===== src/rtl/arcsine_table.sv =====
// arcsine_table: signed sine value -> quadrant I/IV angle ID by binary search of the quarter-wave sine ROM.
// Define ASIN_ROUND_EN for round-to-nearest (ties low) instead of floor.
module arcsine_table #(
  parameter int ROM_DEPTH = 64,
  parameter int ROM_WIDTH = 8,
  parameter int ADDRW = $clog2(4*ROM_DEPTH)
) (
  input  logic                   clk,
  input  logic                   rst_n,
  input  logic                   in_valid,
  output logic                   in_ready,
  input  logic [2*ROM_WIDTH-1:0] in_val,
  output logic                   out_valid,
  input  logic                   out_ready,
  output logic [ADDRW-1:0]       out_angle,
  output logic                   out_sat
);
  localparam int W2 = 2*ROM_WIDTH;
  localparam int LB = $clog2(ROM_DEPTH);
  localparam int BW = $clog2(LB+1);
  localparam logic [W2:0] ONE = {{(W2-ROM_WIDTH){1'b0}}, 1'b1, {ROM_WIDTH{1'b0}}};
  // Contents of sine_table.mem: round(256*sin(k*pi/128)), clamped to the data width
  localparam logic [ROM_WIDTH-1:0] ROM [ROM_DEPTH] = '{
    8'h00, 8'h06, 8'h0D, 8'h13, 8'h19, 8'h1F, 8'h26, 8'h2C,
    8'h32, 8'h38, 8'h3E, 8'h44, 8'h4A, 8'h50, 8'h56, 8'h5C,
    8'h62, 8'h68, 8'h6D, 8'h73, 8'h79, 8'h7E, 8'h84, 8'h89,
    8'h8E, 8'h93, 8'h98, 8'h9D, 8'hA2, 8'hA7, 8'hAC, 8'hB1,
    8'hB5, 8'hB9, 8'hBE, 8'hC2, 8'hC6, 8'hCA, 8'hCE, 8'hD1,
    8'hD5, 8'hD8, 8'hDC, 8'hDF, 8'hE2, 8'hE5, 8'hE7, 8'hEA,
    8'hED, 8'hEF, 8'hF1, 8'hF3, 8'hF5, 8'hF7, 8'hF8, 8'hFA,
    8'hFB, 8'hFC, 8'hFD, 8'hFE, 8'hFF, 8'hFF, 8'hFF, 8'hFF};

`ifdef ASIN_ROUND_EN
  typedef enum logic [2:0] {IDLE, ISSUE, WAIT, CMP, RND_ISSUE, RND_WAIT, RND_CMP, DONE} state_t;
  logic [ROM_WIDTH-1:0] lo_q, lo_d;
  logic [LB-1:0]        k_rnd;
`else
  typedef enum logic [2:0] {IDLE, ISSUE, WAIT, CMP, DONE} state_t;
`endif

  state_t               state_q, state_d;
  logic [LB-1:0]        k_q, k_d, trial, k_cmp, addr;
  logic [BW-1:0]        b_q, b_d;
  logic                 sign_q, sign_d, hit;
  logic [ROM_WIDTH-1:0] mag_q, mag_d, mem_q, dout_q;
  logic [W2:0]          mag_in;
  logic [ADDRW-1:0]     out_angle_q, out_angle_d;
  logic                 out_sat_q, out_sat_d, out_valid_q, out_valid_d, in_ready_q, in_ready_d;

  function automatic logic [ADDRW-1:0] angle_of(input logic neg, input logic [LB-1:0] k);
    logic [ADDRW-1:0] a;
    a = ADDRW'(k);
    return neg ? -a : a;
  endfunction

  always_comb begin
    mag_in = in_val[W2-1] ? ~{1'b1, in_val} + 1'b1 : {1'b0, in_val};
    trial = k_q | (LB'(1) << b_q);
    hit = dout_q <= mag_q;
    k_cmp = hit ? trial : k_q;
`ifdef ASIN_ROUND_EN
    k_rnd = (dout_q - mag_q) < (mag_q - lo_q) ? k_q + 1'b1 : k_q;
    addr = state_q == RND_ISSUE ? k_q + 1'b1 : trial;
    lo_d = lo_q;
`else
    addr = trial;
`endif
    state_d = state_q;
    k_d = k_q;
    b_d = b_q;
    sign_d = sign_q;
    mag_d = mag_q;
    out_angle_d = out_angle_q;
    out_sat_d = out_sat_q;
    out_valid_d = out_valid_q;
    case (state_q)
      IDLE: if (in_valid) begin
        sign_d = in_val[W2-1];
        mag_d = mag_in[ROM_WIDTH-1:0];
        k_d = '0;
        b_d = BW'(LB-1);
`ifdef ASIN_ROUND_EN
        lo_d = '0;
`endif
        state_d = mag_in >= ONE ? DONE : ISSUE;
        out_valid_d = mag_in >= ONE;
        if (mag_in >= ONE) begin
          out_angle_d = in_val[W2-1] ? ADDRW'(3*ROM_DEPTH) : ADDRW'(ROM_DEPTH);
          out_sat_d = mag_in > ONE;
        end
      end
      ISSUE: state_d = WAIT;
      WAIT: state_d = CMP;
      CMP: begin
        k_d = k_cmp;
        b_d = b_q - 1'b1;
`ifdef ASIN_ROUND_EN
        lo_d = hit ? dout_q : lo_q;
`endif
        if (b_q != '0) state_d = ISSUE;
`ifdef ASIN_ROUND_EN
        else if (k_cmp != LB'(ROM_DEPTH-1)) state_d = RND_ISSUE;
`endif
        else begin
          state_d = DONE;
          out_valid_d = 1'b1;
          out_angle_d = angle_of(sign_q, k_cmp);
          out_sat_d = 1'b0;
        end
      end
`ifdef ASIN_ROUND_EN
      RND_ISSUE: state_d = RND_WAIT;
      RND_WAIT: state_d = RND_CMP;
      RND_CMP: begin
        k_d = k_rnd;
        state_d = DONE;
        out_valid_d = 1'b1;
        out_angle_d = angle_of(sign_q, k_rnd);
        out_sat_d = 1'b0;
      end
`endif
      DONE: if (out_ready) begin
        state_d = IDLE;
        out_valid_d = 1'b0;
      end
      default: state_d = IDLE;
    endcase
    in_ready_d = state_d == IDLE;
  end

  always_ff @(posedge clk or negedge rst_n) begin
    if (!rst_n) begin
      state_q <= IDLE;
      k_q <= '0;
      b_q <= '0;
      sign_q <= 1'b0;
      mag_q <= '0;
      mem_q <= '0;
      dout_q <= '0;
      out_angle_q <= '0;
      out_sat_q <= 1'b0;
      out_valid_q <= 1'b0;
      in_ready_q <= 1'b1;
`ifdef ASIN_ROUND_EN
      lo_q <= '0;
`endif
    end else begin
      state_q <= state_d;
      k_q <= k_d;
      b_q <= b_d;
      sign_q <= sign_d;
      mag_q <= mag_d;
      mem_q <= ROM[addr];
      dout_q <= mem_q;
      out_angle_q <= out_angle_d;
      out_sat_q <= out_sat_d;
      out_valid_q <= out_valid_d;
      in_ready_q <= in_ready_d;
`ifdef ASIN_ROUND_EN
      lo_q <= lo_d;
`endif
    end
  end

  assign in_ready = in_ready_q;
  assign out_valid = out_valid_q;
  assign out_angle = out_angle_q;
  assign out_sat = out_sat_q;
endmodule


===== config.mk =====
export PLATFORM = sky130hd
export DESIGN_NAME = arcsine_table
export DESIGN_NICKNAME = d
export VERILOG_FILES = /design/src/rtl/arcsine_table.sv
export SDC_FILE = /design/constraint.sdc
export NUM_CORES = 1
export LEC_CHECK = 0
export ABC_CLOCK_PERIOD_IN_PS = 8100
export CORE_UTILIZATION = 60
export CTS_BUF_LIST = sky130_fd_sc_hd__clkbuf_4 sky130_fd_sc_hd__clkbuf_8
export DETAILED_ROUTE_END_ITERATION = 8
export MAX_ROUTING_LAYER = met4
export PLACE_DENSITY = 0.86
export SLEW_MARGIN = 5
export SYNTH_ARGS = -nofsm -noshare
export SYNTH_HDL_FRONTEND = slang
export SYNTH_SLANG_ARGS = --single-unit

===== constraint.sdc =====
create_clock -name clk -period 8.1 [get_ports clk]
set_input_delay 1.215 -clock clk [delete_from_list [all_inputs] [get_ports clk]]
set_output_delay 1.215 -clock clk [all_outputs]
set_load 0.05 [all_outputs]

* Word-level counts from Yosys, hierarchy flattened
Memory sizes are Yosys's and may differ from the RTL's. A register that Yosys moved wholly into a read port is not among the register bits. Index checks and enable logic that the tools add are counted.
Cells by class: $add $sub $neg 3, magnitude comparators 3, equality and inequality tests 8, shift operators 1, multiplexer cells 25, bitwise logic cells 3, reductions and logical operators 10
Operators by type and width (count):
- $mux 8 | 5
- $add 17x1->17 const B | 1
- $ge 17x9->1 const B | 1
- $gt 17x9->1 const B | 1
- $mux 17 | 1
- $not 17->17 | 1
- $pmux 8 s2 | 1
- $mux 3 | 5
- $pmux 3 s5 | 1
- $mux 6 | 2
- $pmux 6 s2 | 1
- $le 8x8->1 | 1
- $ne 2x2->1 const B | 4
- $neg 6->8 | 1
- $reduce_and 4->1 | 2
- $not 6->7 | 1
- $eq 3x2->1 const B | 2
- $logic_not 3->1 | 2
- $mux 1 | 6
- $or 6x6->6 | 1
- $pmux 3 s2 | 1
- $reduce_bool 3->1 | 2
- $shl 1x3->6 const A | 1
- $reduce_and 2->1 | 2
- 7 further kinds | 7
Word-level totals: flip-flop bits (word level) 40, ROM bits 512, bits of input ports 20, output and inout bits 11, memories kept 1
Memories:
- (no name shown) | depth 64, width 8, rd ports 1, clocked after memory_dff 1, wr ports 0, RTL line 153 | mem_q <= ROM[addr];

* Longest topological paths before layout
depth in word-level cells 8, gate-level depth with buffers 12, mapped depth without buffers 12

* Least setup slack after synthesis
Ideal clock, no wire load.
kind input to register, start point input in_val[0], end point register out_angle_q[1], in the netlist out_angle[1], setup time 128 ps, arrival 3227 ps, slack 4745 ps, stages 8, path buffers 0, cells stage by stage inv_1 > ha_1 > or4b_4 > nor4_2 > o311ai_0 > and4b_1 > a22oi_2 > mux2_1
Between the ends: longest elaborated chain between the ends 6
RTL lines:
- start: declaration | RTL line 12 | input logic [2*ROM_WIDTH-1:0] in_val,
- $not 17->17 | RTL line 57 | mag_in = in_val[W2-1] ? ~{1'b1, in_val} + 1'b1 : {1'b0, in_val};
- $add 17x1->17 | RTL line 57
- $mux 17 (*) | RTL line 57
- $ge 17x9->1 (*) | RTL line 87 | if (mag_in >= ONE) begin
- $ne 2x2->1 (no source line) (*)
- $reduce_and 4->1 (no source line) (*)
- end signal: assignment | RTL line 155 | out_angle_q <= out_angle_d;
- end: declaration | RTL line 47 | logic [ADDRW-1:0] out_angle_q, out_angle_d;
Mark *: on every way between the ends. The rest lies on a longest branch, timed or not. A chain may end at the register's enable or synchronous reset.

* Worst setup path after layout
start point input in_val[1], end point register out_angle_q[1], in the netlist out_angle[1]
Same word-level chain as after synthesis.

==> metrics <==
status=complete, no violations; minimum clock period=3.88 ns; CTS tree=yes; clk buf depth=2; worst hold endpoint=dout_q[3]$_DFF_PN0_; num rows=27; Post-synth EDFFs=0; R2R Path Start=mag_q[7]$_DFFE_PN0P_; Initial Utilization=0.630; RSZ-0062 raised after global routing=no; clk sink count=48; post-CTS sizing=0; DRT iter0 DRCs=199; slowest CP cell=or4b_4; Synthesis Warnings=0; grt ovf=0; Mapped Cells=402; Sum Neg Setup Slack=0 ns; Synth Cell Area=0.00353 sq mm; P_leak=1.59 nW; Post-synth top flop=dfrtp_1; n_diodes=0; CTS Buf Count=5; final hold viol count=0; CP cell instances=clkdlybuf4s50_1, inv_1, ha_1, or4b_4, nor4_2, o311ai_0, and4b_1, a22oi_2, mux2_1; H-tree levels=2; number of max-cap violations=0; r2r endpoint=out_angle[4]$_DFFE_PN0P_; Routed WL=8.27 mm; first-pass GRT wire length=13.4 mm; post-synthesis register bit count=48; Worst-Margin Slew=1.05 ns; die area=0.00620 sq mm; Area Growth Syn to Fin=11.3%; hold_ws=0.353 ns; post-CTS setup buffer count=0; slew margin rel.=0.300; I/O Buffers=30; number of global-route vias before repair=2,877; Die X-Extent=78.8 um; clk slew on worst S/H paths=0.09 ns; clock root cell=clkbuf_8; dpl hpwl=5.90 mm; Hold Path Depth=0; die height=78.8 um; register area share after synthesis=0.340; hold buffer count at CTS=0; Reg2Reg Setup Slack=4.94 ns; Hold Crit Start=mem_q[3]$_DFF_PN0_; GRT Total Usage=0.279; P per Cell Area=169 mW/mm^2; RD Place Congestion=0.931; Worst VDD drop=0.169 mV; Worst EP arrival=4.07 ns; routed vias=3,240; Post-synth ARST share=1.00; vias per cell=6.60; period utilization=0.479; share of the synthesized area in the top cell type=0.333; final max-slew violation count=0; Fmax=0.258 GHz; # setup viols final=0; required time of the critical path=8.29 ns; Crit Path Class=in2reg; share of cells above drive strength 1=0.0764; initial antenna violation count=0; Crit. End Element=flop; syn_area_per_cell=8.79 sq um; CP max stage delay=0.52 ns; ranking of synthesized cells by area=dfrtp_1 33%, ha_1 9.6%, o21ai_0 5.1%, nand2_1 3.9%, a21oi_1 3.5%; fill count=434; leading area contributor after synthesis=dfrtp_1; DR pass1 iterations=5; R2R depth=12; ANT nets after route=0; largest net degree at the start of global routing=49; Layout Nets=465; Netlist cell types=71; core region area=0.00561 sq mm; drt wl/cell=16.8 um; worst-path fanout max=7; min-delay worst type=reg2reg; Synth Net Count=449; DRC violations left=0; I/O pins=31; Setup Skew=0.00664 ns; CP startpoint kind=primary input; latest clock arrival within the worst-skew pair=0.30 ns
## layer usage
| layer | vias to the layer above | part of all wire | track usage |
|---|---|---|---|
| met5 | - | 0 | - |
| met1 | 1563 | 0.44 | 0.385 |
| met4 | 0 | 0.011 | 0.0630 |
| met3 | 12 | 0.069 | 0.0448 |
| met2 | 142 | 0.48 | 0.434 |
| li1 | 1523 | - | - |
## cell usage after synthesis (6+ instances only)
cell      number
and2_1         7
ha_1          27
o31ai_1        6
dfrtp_1       47
o211ai_1       9
nor3_1        10
o21ai_0       36
nor4b_1        6
clkbuf_1      20
nand2_1       37
nor2_1        29
a21oi_1       25
nand4_1        7
inv_1         19
## how the worst max path moves through the flow
stage | from | end | slack [ns]
final | in_val[1] | out_angle[1]$_DFFE_PN0P_ | 4.22
after global routing | in_val[0] | out_angle[1]$_DFFE_PN0P_ | 4.13
after CTS | in_val[0] | out_angle[1]$_DFFE_PN0P_ | 4.26
after detailed placement | in_val[0] | out_angle[1]$_DFFE_PN0P_ | 3.96
after global placement | in_val[1] | out_angle[1]$_DFFE_PN0P_ | 4.09
after floorplan | in_val[0] | out_angle[1]$_DFFE_PN0P_ | 4.75
## per-stage QoR
stage               total power, mW  std cells  setup slack, ns  instance area (sq um)   util
CTS                           0.665        491             4.26                   3940  0.702
detailed placement            0.518        483             3.96                   3840  0.685
floorplan                     0.449        402             4.75                   3530      -
global route                  0.701        491             4.13                   3940  0.702
global placement              0.512        483             4.09                   3840  0.685
finish                        0.663        491             4.22                   3940  0.702
## worst max-delay path: cells and delay by family
kind | cells | cell delay [ns]
adder cells (fa/ha/maj) | 1 | 0.27
AO/OA/AOI/OAI | 2 | 0.29
multiplexers | 1 | 0.37
buffers and inverters | 2 | 0.57
AND/OR/NAND/NOR | 3 | 1.34
## area by class of cell
| cell class | instances | area, sq um | area share |
|---|---|---|---|
| inverters | 20 | 75.1 | 0.0191 |
| clock inverters | 2 | 16.3 | 0.00413 |
| well taps | 72 | 90.1 | 0.0229 |
| repair buffers | 33 | 318 | 0.0808 |
| multi-input cells | 310 | 2160 | 0.548 |
| clock buffers | 6 | 76.3 | 0.0194 |
| flip-flops and latches | 48 | 1200 | 0.306 |
## cells by family after synthesis
logic type,count (synthesis),synth area share
AOI/OAI and AO/OA,133,0.266
xor gates and xnor gates,9,0.0223
DFF,48,0.340
muxes,6,0.0212
adders and majority gates,27,0.0956
buffers and inverters,44,0.0496
and+or+nand+nor,135,0.205
## power breakdown
group	switching [mW]	internal (mW)	leakage [nW]	total [mW]
sequential	0.0273	0.273	0.571	0.300
clock	0.0813	0.0649	0.0448	0.146
combinational	0.134	0.0828	0.974	0.217
## registers in the layout, indices dropped and copies added (netlist names)
name	flops
dout_q	8
mag_q	8
mem_q	8
out_angle	8
k_q	6
b_q	3
state_q	3
in_ready	1
out_sat	1
out_valid	1
sign_q	1
## cells in the final DEF, fill, tap and decap left out, types with 7 or more instances in the layout
| cell type | instances |
|---|---|
| clkdlybuf4s50_1 | 29 |
| o21ai_0 | 36 |
| nor2_1 | 29 |
| a21oi_1 | 25 |
| and2_1 | 7 |
| nand4_1 | 7 |
| dfrtp_1 | 47 |
| nand2_1 | 37 |
| o211ai_1 | 9 |
| nor3_1 | 10 |
| ha_1 | 27 |
| inv_1 | 19 |
Power figures use the tool's default switching activity.
